**src/rtl/div_pkg.sv**
```systemverilog
// Shared definitions for the sequential divider: FSM state encoding and default width.
package div_pkg;

    localparam int DIV_DEFAULT_WIDTH = 16;

    typedef logic [1:0] div_state_t;

    localparam div_state_t ST_IDLE = 2'd0;
    localparam div_state_t ST_CALC = 2'd1;
    localparam div_state_t ST_FIX  = 2'd2;
    localparam div_state_t ST_DONE = 2'd3;

endpackage

```
**src/rtl/div_addsub.sv**
```systemverilog
// Carry-propagate adder/subtractor shared by the divide iterations and the final
// remainder correction. sub_i=1 computes a_i - b_i.
module div_addsub #(
    parameter int W = 17
) (
    input  logic [W-1:0] a_i,
    input  logic [W-1:0] b_i,
    input  logic         sub_i,
    output logic [W-1:0] sum_o,
    output logic         cout_o
);

    logic [W-1:0] b_x;

    assign b_x = b_i ^ {W{sub_i}};
    assign {cout_o, sum_o} = {1'b0, a_i} + {1'b0, b_x} + {{W{1'b0}}, sub_i};

endmodule

```
**src/rtl/seq_divider.sv**
```systemverilog
// Sequential non-restoring divider, one quotient bit per cycle.
// Define DIV_SIGNED_EN for two's-complement operands and results.
module seq_divider
    import div_pkg::*;
#(
    parameter int WIDTH = DIV_DEFAULT_WIDTH
) (
    input  logic             clk,
    input  logic             rst_n,
    input  logic             in_valid,
    output logic             in_ready,
    input  logic [WIDTH-1:0] dividend,
    input  logic [WIDTH-1:0] divisor,
    output logic             out_valid,
    input  logic             out_ready,
    output logic [WIDTH-1:0] quotient,
    output logic [WIDTH-1:0] remainder,
    output logic             div_by_zero
);

    localparam int CW = $clog2(WIDTH + 1);
    localparam logic [CW-1:0] CNT_LAST = CW'(WIDTH);

    div_state_t       state_q, state_d;
    logic [CW-1:0]    cnt_q, cnt_d;
    logic [WIDTH:0]   p_q, p_d;
    logic [WIDTH-1:0] q_q, q_d;
    logic [WIDTH-1:0] dv_q, dv_d;
    logic [WIDTH-1:0] quo_q, quo_d;
    logic [WIDTH-1:0] rem_q, rem_d;
    logic             dbz_q, dbz_d;
`ifdef DIV_SIGNED_EN
    logic             negq_q, negq_d;
    logic             negr_q, negr_d;
`endif

    logic [WIDTH:0]   add_a, add_b, add_sum;
    logic             add_sub;
    logic             add_cout_unused;
    logic [WIDTH:0]   p_shift;
    logic [WIDTH-1:0] rem_fix;

    // Iteration: shift {P,Q} left, then subtract D if P was non-negative, else add.
    // FIX reuses the same adder to add D back to a negative remainder.
    assign p_shift = {p_q[WIDTH-1:0], q_q[WIDTH-1]};
    assign add_a   = (state_q == ST_FIX) ? p_q : p_shift;
    assign add_b   = {1'b0, dv_q};
    assign add_sub = (state_q == ST_FIX) ? 1'b0 : ~p_q[WIDTH];
    assign rem_fix = p_q[WIDTH] ? add_sum[WIDTH-1:0] : p_q[WIDTH-1:0];

    div_addsub #(.W(WIDTH + 1)) u_addsub (
        .a_i    (add_a),
        .b_i    (add_b),
        .sub_i  (add_sub),
        .sum_o  (add_sum),
        .cout_o (add_cout_unused)
    );

    always_comb begin
        state_d = state_q;
        cnt_d   = cnt_q;
        p_d     = p_q;
        q_d     = q_q;
        dv_d    = dv_q;
        quo_d   = quo_q;
        rem_d   = rem_q;
        dbz_d   = dbz_q;
`ifdef DIV_SIGNED_EN
        negq_d  = negq_q;
        negr_d  = negr_q;
`endif
        case (state_q)
            ST_IDLE: begin
                if (in_valid) begin
                    q_d   = dividend;
                    dv_d  = divisor;
                    p_d   = '0;
                    cnt_d = '0;
                    if (divisor == '0) begin
                        quo_d   = '1;
                        rem_d   = dividend;
                        dbz_d   = 1'b1;
                        state_d = ST_DONE;
                    end else begin
                        state_d = ST_CALC;
                    end
                end
            end
            ST_CALC: begin
                // Count 0 is a setup cycle; counts 1..WIDTH each retire one quotient bit.
                if (cnt_q == '0) begin
                    p_d = '0;
`ifdef DIV_SIGNED_EN
                    negq_d = q_q[WIDTH-1] ^ dv_q[WIDTH-1];
                    negr_d = q_q[WIDTH-1];
                    q_d    = q_q[WIDTH-1] ? -q_q : q_q;
                    dv_d   = dv_q[WIDTH-1] ? -dv_q : dv_q;
`endif
                end else begin
                    p_d = add_sum;
                    q_d = {q_q[WIDTH-2:0], ~add_sum[WIDTH]};
                end
                if (cnt_q == CNT_LAST) begin
                    cnt_d   = '0;
                    state_d = ST_FIX;
                end else begin
                    cnt_d = cnt_q + 1'b1;
                end
            end
            ST_FIX: begin
`ifdef DIV_SIGNED_EN
                quo_d = negq_q ? -q_q : q_q;
                rem_d = negr_q ? -rem_fix : rem_fix;
`else
                quo_d = q_q;
                rem_d = rem_fix;
`endif
                dbz_d   = 1'b0;
                state_d = ST_DONE;
            end
            default: begin
                if (out_ready) state_d = ST_IDLE;
            end
        endcase
    end

    always_ff @(posedge clk or negedge rst_n) begin
        if (!rst_n) begin
            state_q <= ST_IDLE;
            cnt_q   <= '0;
            p_q     <= '0;
            q_q     <= '0;
            dv_q    <= '0;
            quo_q   <= '0;
            rem_q   <= '0;
            dbz_q   <= 1'b0;
`ifdef DIV_SIGNED_EN
            negq_q  <= 1'b0;
            negr_q  <= 1'b0;
`endif
        end else begin
            state_q <= state_d;
            cnt_q   <= cnt_d;
            p_q     <= p_d;
            q_q     <= q_d;
            dv_q    <= dv_d;
            quo_q   <= quo_d;
            rem_q   <= rem_d;
            dbz_q   <= dbz_d;
`ifdef DIV_SIGNED_EN
            negq_q  <= negq_d;
            negr_q  <= negr_d;
`endif
        end
    end

    assign in_ready    = (state_q == ST_IDLE);
    assign out_valid   = (state_q == ST_DONE);
    assign quotient    = quo_q;
    assign remainder   = rem_q;
    assign div_by_zero = dbz_q;

endmodule

```
**config.mk**
```make
export PLATFORM = sky130hd
export DESIGN_NAME = seq_divider
export DESIGN_NICKNAME = d
export VERILOG_FILES = /design/src/rtl/div_pkg.sv /design/src/rtl/div_addsub.sv /design/src/rtl/seq_divider.sv
export SDC_FILE = /design/constraint.sdc
export NUM_CORES = 1
export LEC_CHECK = 0
export BUFFER_PORTS_ARGS = -buffer_cell sky130_fd_sc_hd__buf_4
export CORE_UTILIZATION = 58
export DETAILED_ROUTE_END_ITERATION = 10
export PLACE_DENSITY = 0.8
export RECOVER_POWER = 25
export SLEW_MARGIN = 20
export SYNTH_ARGS = -nofsm -noshare
export SYNTH_HDL_FRONTEND = slang
export SYNTH_HIERARCHICAL = 1
export SYNTH_SLANG_ARGS = --single-unit
export TNS_END_PERCENT = 10
```
**constraint.sdc**
```tcl
create_clock -name clk -period 4.62 [get_ports clk]
set_input_delay 0.462 -clock clk [delete_from_list [all_inputs] [get_ports clk]]
set_output_delay 0.462 -clock clk [all_outputs]
set_load 0.1 [all_outputs]
```
Word level (Yosys, flattened, before mapping). Index checks and enable logic that the tools add are counted.

Bitwise operators: 3. Mux-type cells: 26. Reduce and logical (&&, ||, !) cells: 11. Eq/ne operators: 8. $add $sub $neg: 3.

Operators with widths (count): $mux 16 (7); $pmux 16 s2 (3); $mux 17 (3); $pmux 17 s2 (1); $add 17x1->17 (1); $add 17x17->17 (1); $xor 16x17->17 (1); $logic_not 16->1 (1); $mux 5 (2); $pmux 5 s2 (1); $reduce_and 3->1 (3); $mux 2 (4); $ne 2x2->1 const B (3); $pmux 2 s3 (1); $add 5x1->5 const B (1); $eq 5x5->1 const B (1); $logic_not 5->1 (1); $eq 2x2->1 const B (2); $reduce_and 2->1 (2); $reduce_bool 2->1 (2); $reduce_bool 4->1 (1); $mux 1 (3); $eq 2x1->1 const B (1); $logic_not 2->1 (1); other kinds (3) (4).

Word-level logic and storage cells: 59. Output and inout bits: 35. Register bits after elaboration: 89.

Depth between registers and ports, before layout.
Depth after elaboration: 8. Gate-level depth with buffers: 19.

Cells and area by module. Netlist, hierarchy kept.

Modules (own cells, without submodules): seq_divider (cells an instance 372, area an instance 4255.3 um^2, times used 1); div_addsub (cells an instance 141, area an instance 1074.8 um^2, times used 1).

Worst setup path after synthesis. Ideal clock, no wire load.

Path kind: reg2reg. Start point: reg state_q[0]. End point: reg rem_q[11], in the netlist remainder[11]. Cell stages (with the launch flop): 19. Data required time: 4.537 ns. Library setup time: 0.083 ns. Path buffers: 4. Setup slack: 0.880 ns. Arrival: 3.657 ns. Cell sequence: dfrtp_1 -> inv_1 -> ha_1 -> buf_2 -> clkbuf_1 -> nor2_1 -> buf_6 -> clkbuf_1 -> xor2_1 -> ha_1 -> and4_1 -> a211o_1 -> o211ai_2 -> nand2_2 -> a311oi_1 -> mux2i_1 -> nand2_1 -> o21ai_0 -> o22ai_1.

Cells in the longest elaborated chain, start to end: 7. Elaborated cells between the ends (all ways): 13.

Ends and longest elaborated chain: from (decl) (line seq_divider.sv:24) `div_state_t state_q, state_d;`; from (signal assigned) (line seq_divider.sv:142) `state_q <= state_d;`; $eq 2x2->1 (*) (line seq_divider.sv:48) `assign add_sub = (state_q == ST_FIX) ? 1'b0 : ~p_q[WIDTH];`; $mux 1 (*) (line seq_divider.sv:48); named net add_sub (line seq_divider.sv:38) `logic add_sub;`; $xor 16x17->17 (line div_addsub.sv:15) `assign b_x = b_i ^ {W{sub_i}};`; $add 17x17->17 (line div_addsub.sv:16) `assign {cout_o, sum_o} = {1'b0, a_i} + {1'b0, b_x} + {{W{1'b0}}, sub_i};`; $add 17x1->17 (*) (line div_addsub.sv:16); named net add_sum[11] (line seq_divider.sv:37) `logic [WIDTH:0] add_a, add_b, add_sum;`; $mux 16 (*) (line seq_divider.sv:49) `assign rem_fix = p_q[WIDTH] ? add_sum[WIDTH-1:0] : p_q[WIDTH-1:0];`; $pmux 16 s2 (*) (line seq_divider.sv:72) `case (state_q)`; to (signal assigned) (line seq_divider.sv:148) `rem_q <= rem_d;`; to (decl) (line seq_divider.sv:30) `logic [WIDTH-1:0] rem_q, rem_d;`.

The timed path passes the listed nets; every way through them passes the cells marked *. A chain may end at the register's enable or synchronous reset.

Worst setup path after layout. Same ends and word-level chain as after synthesis.

==> results.toml <==
[clock_tree]
hold_buffers = 0
clock-sinks = 89
cts_setup_buffers = 0
cts_resized = 0
cts_tree = "built"
root_buffer = "clkbuf_8"
numCtsBuffers = 9
clk_path_buf_depth = 2
clk_latency_ns = 0.37
h-tree-depth = 3
path_clk_slew_ns = 0.10

[global_routing]
grt_first_pass_wirelength_mm = 19.2
antenna_found_initial = 0
track_usage_pct = 24.8
grt_max_degree = 90
grt_pass1_vias = 3962
gr-total-overflow = 0

[min_path]
hold_class = "input port to flip-flop"
worstHoldStart = "divisor[14]"
holdPathStages = 2
whs_endpoint = "dv_q[14]$_DFFE_PN0P_"

[routing]
wirelength_mm = 11.6
drt_iter0_drc = 265
via_per_inst = 6.14
routedWlPerCell_microns = 17.2
drcViolationCount = 0
drtPass1Iterations = 6
via_count = 4142
final_antenna_net_count = 0

[die]
die_w_microns = 97.6
initial_core_util_pct = 60.5
die_h_microns = 97.6
num_io_pins = 71
rows = 34
die_area_sq_um = 9520
coreArea_sq_um = 8760

[timing]
maxSlewViolCount = 90
fin_skew_ns = 0.0148
setup_viol_count_final = 0
rsz0062_at_grt = "no"
min_period_ns = 3.65
slew-limit-headroom_pct = -44.1
fmax_mhz = 274
finalCritPeriodShare_pct = 78.9
holdWs_ns = 0.328
tightest_slew_ns = 2.16
tns_ns = 0
hold_viol = 0

[synth]
avgSynthCellArea_sq_um = 10.5
syn_inst = 507
synth_area_sq_um = 5300
synth_nets = 566
synth_warnings = 6

[worst_setup_path]
arrival_ns = 3.93
reg2reg_slack_ns = 0.97
crit_buf_inv = 2
rr_worst_depth = 15
r2r_start = "state_q[0]$_DFFE_PN0P_"
critPathSlowestCell = "dfrtp_1"
path_delay_family = "compound AO/OA/AOI/OAI gates"
timing.rr.end = "remainder[11]$_DFFE_PN0P_"
crit_path_max_incr_delay_ns = 0.41
cp_data_required_time_ns = 4.90
end_kind = "flip-flop"
cp_cell_sequence = "inv_1, ha_2, nor2_1, buf_4, xor2_1, ha_1, and4_1, a211o_1, o211ai_2, nand2_2, a311oi_1, mux2i_1, nand2_1, o21ai_0, o22ai_1"
critPathKind = "flip-flop to flip-flop"
path_max_fanout = 14
startpoint_type = "flip-flop"

[placement]
dp_cells = 659
io_buffers = 70
gp_congestion = 0.925
dp_hpwl_mm = 8.42

[cells_and_area]
fillers = 676
drive_gt1_share_pct = 25.6
layout.nets = 621
post-route-util_pct = 69.1
area_growth_pct = 14.3
stdcell_count = 675
antenna_cells = 0

[outcome]
status = "finished with violations"
failed_checks = "capacitance limit, slew limit"

[job]
cap_violations = 1
[per-layer routing]
layer  up-vias  share of wire, %  routed length (microns)  global-route usage (%)
met5         -                 0                        0                       0
li1       1963                 -                        -                       -
met3        12               4.3                      502                    3.45
met2       122                47                     5420                    39.6
met4         0               1.1                      128                    6.90
met1      2045                48                     5540                    35.4
[sequential cells by signal (all words and copies together), names as in the netlist]
signal       cells
remainder       16
state_q          2
cnt_q            5
p_q             17
dv_q            16
q_q             16
quotient        16
div_by_zero      1
[worst max path at each step]
stage,end,start,cells after the start
finish,remainder[11]$_DFFE_PN0P_,state_q[0]$_DFFE_PN0P_,15
global route,remainder[11]$_DFFE_PN0P_,state_q[0]$_DFFE_PN0P_,15
CTS,remainder[11]$_DFFE_PN0P_,state_q[0]$_DFFE_PN0P_,15
detailed placement,remainder[14]$_DFFE_PN0P_,state_q[0]$_DFFE_PN0P_,14
global placement,remainder[11]$_DFFE_PN0P_,state_q[0]$_DFFE_PN0P_,15
floorplan,remainder[11]$_DFFE_PN0P_,state_q[0]$_DFFE_PN0P_,18
[stage by stage]
step           worst slack [ns]  cell area (sq um)
5_1_grt                   0.696               6060
3_5_place_dp               1.06               5820
6_report                  0.973               6060
2_1_floorplan             0.880               5300
3_3_place_gp               1.15               5820
4_1_cts                    1.02               6060
[layout by cell type (no fill, tap or decap), drive strengths merged, types with 6 or more instances in the layout]
cell type	n
a22o	20
o22a	16
mux2	36
a21o	8
clkbuf	11
o21ai	28
nor2	26
nor2b	6
mux2i	32
inv	11
o22ai	18
xnor2	6
dfrtp	89
a21oi	32
and3	7
xor2	23
buf	76
ha	22
nand2	45
[area by class of cell]
type | instances | area, sq um | share of cell area [%]
sequential | 89 | 2230 | 36.8
multi-input combinational | 376 | 2850 | 47.1
timing repair buffer | 77 | 576 | 9.50
clock inverter | 6 | 97.6 | 1.61
clock buffer | 10 | 138 | 2.27
inverter | 9 | 33.8 | 0.558
tap | 108 | 135 | 2.23
Power is not shown: default switching activity piles up to over one toggle a cycle in this logic, so the estimate is an artifact.
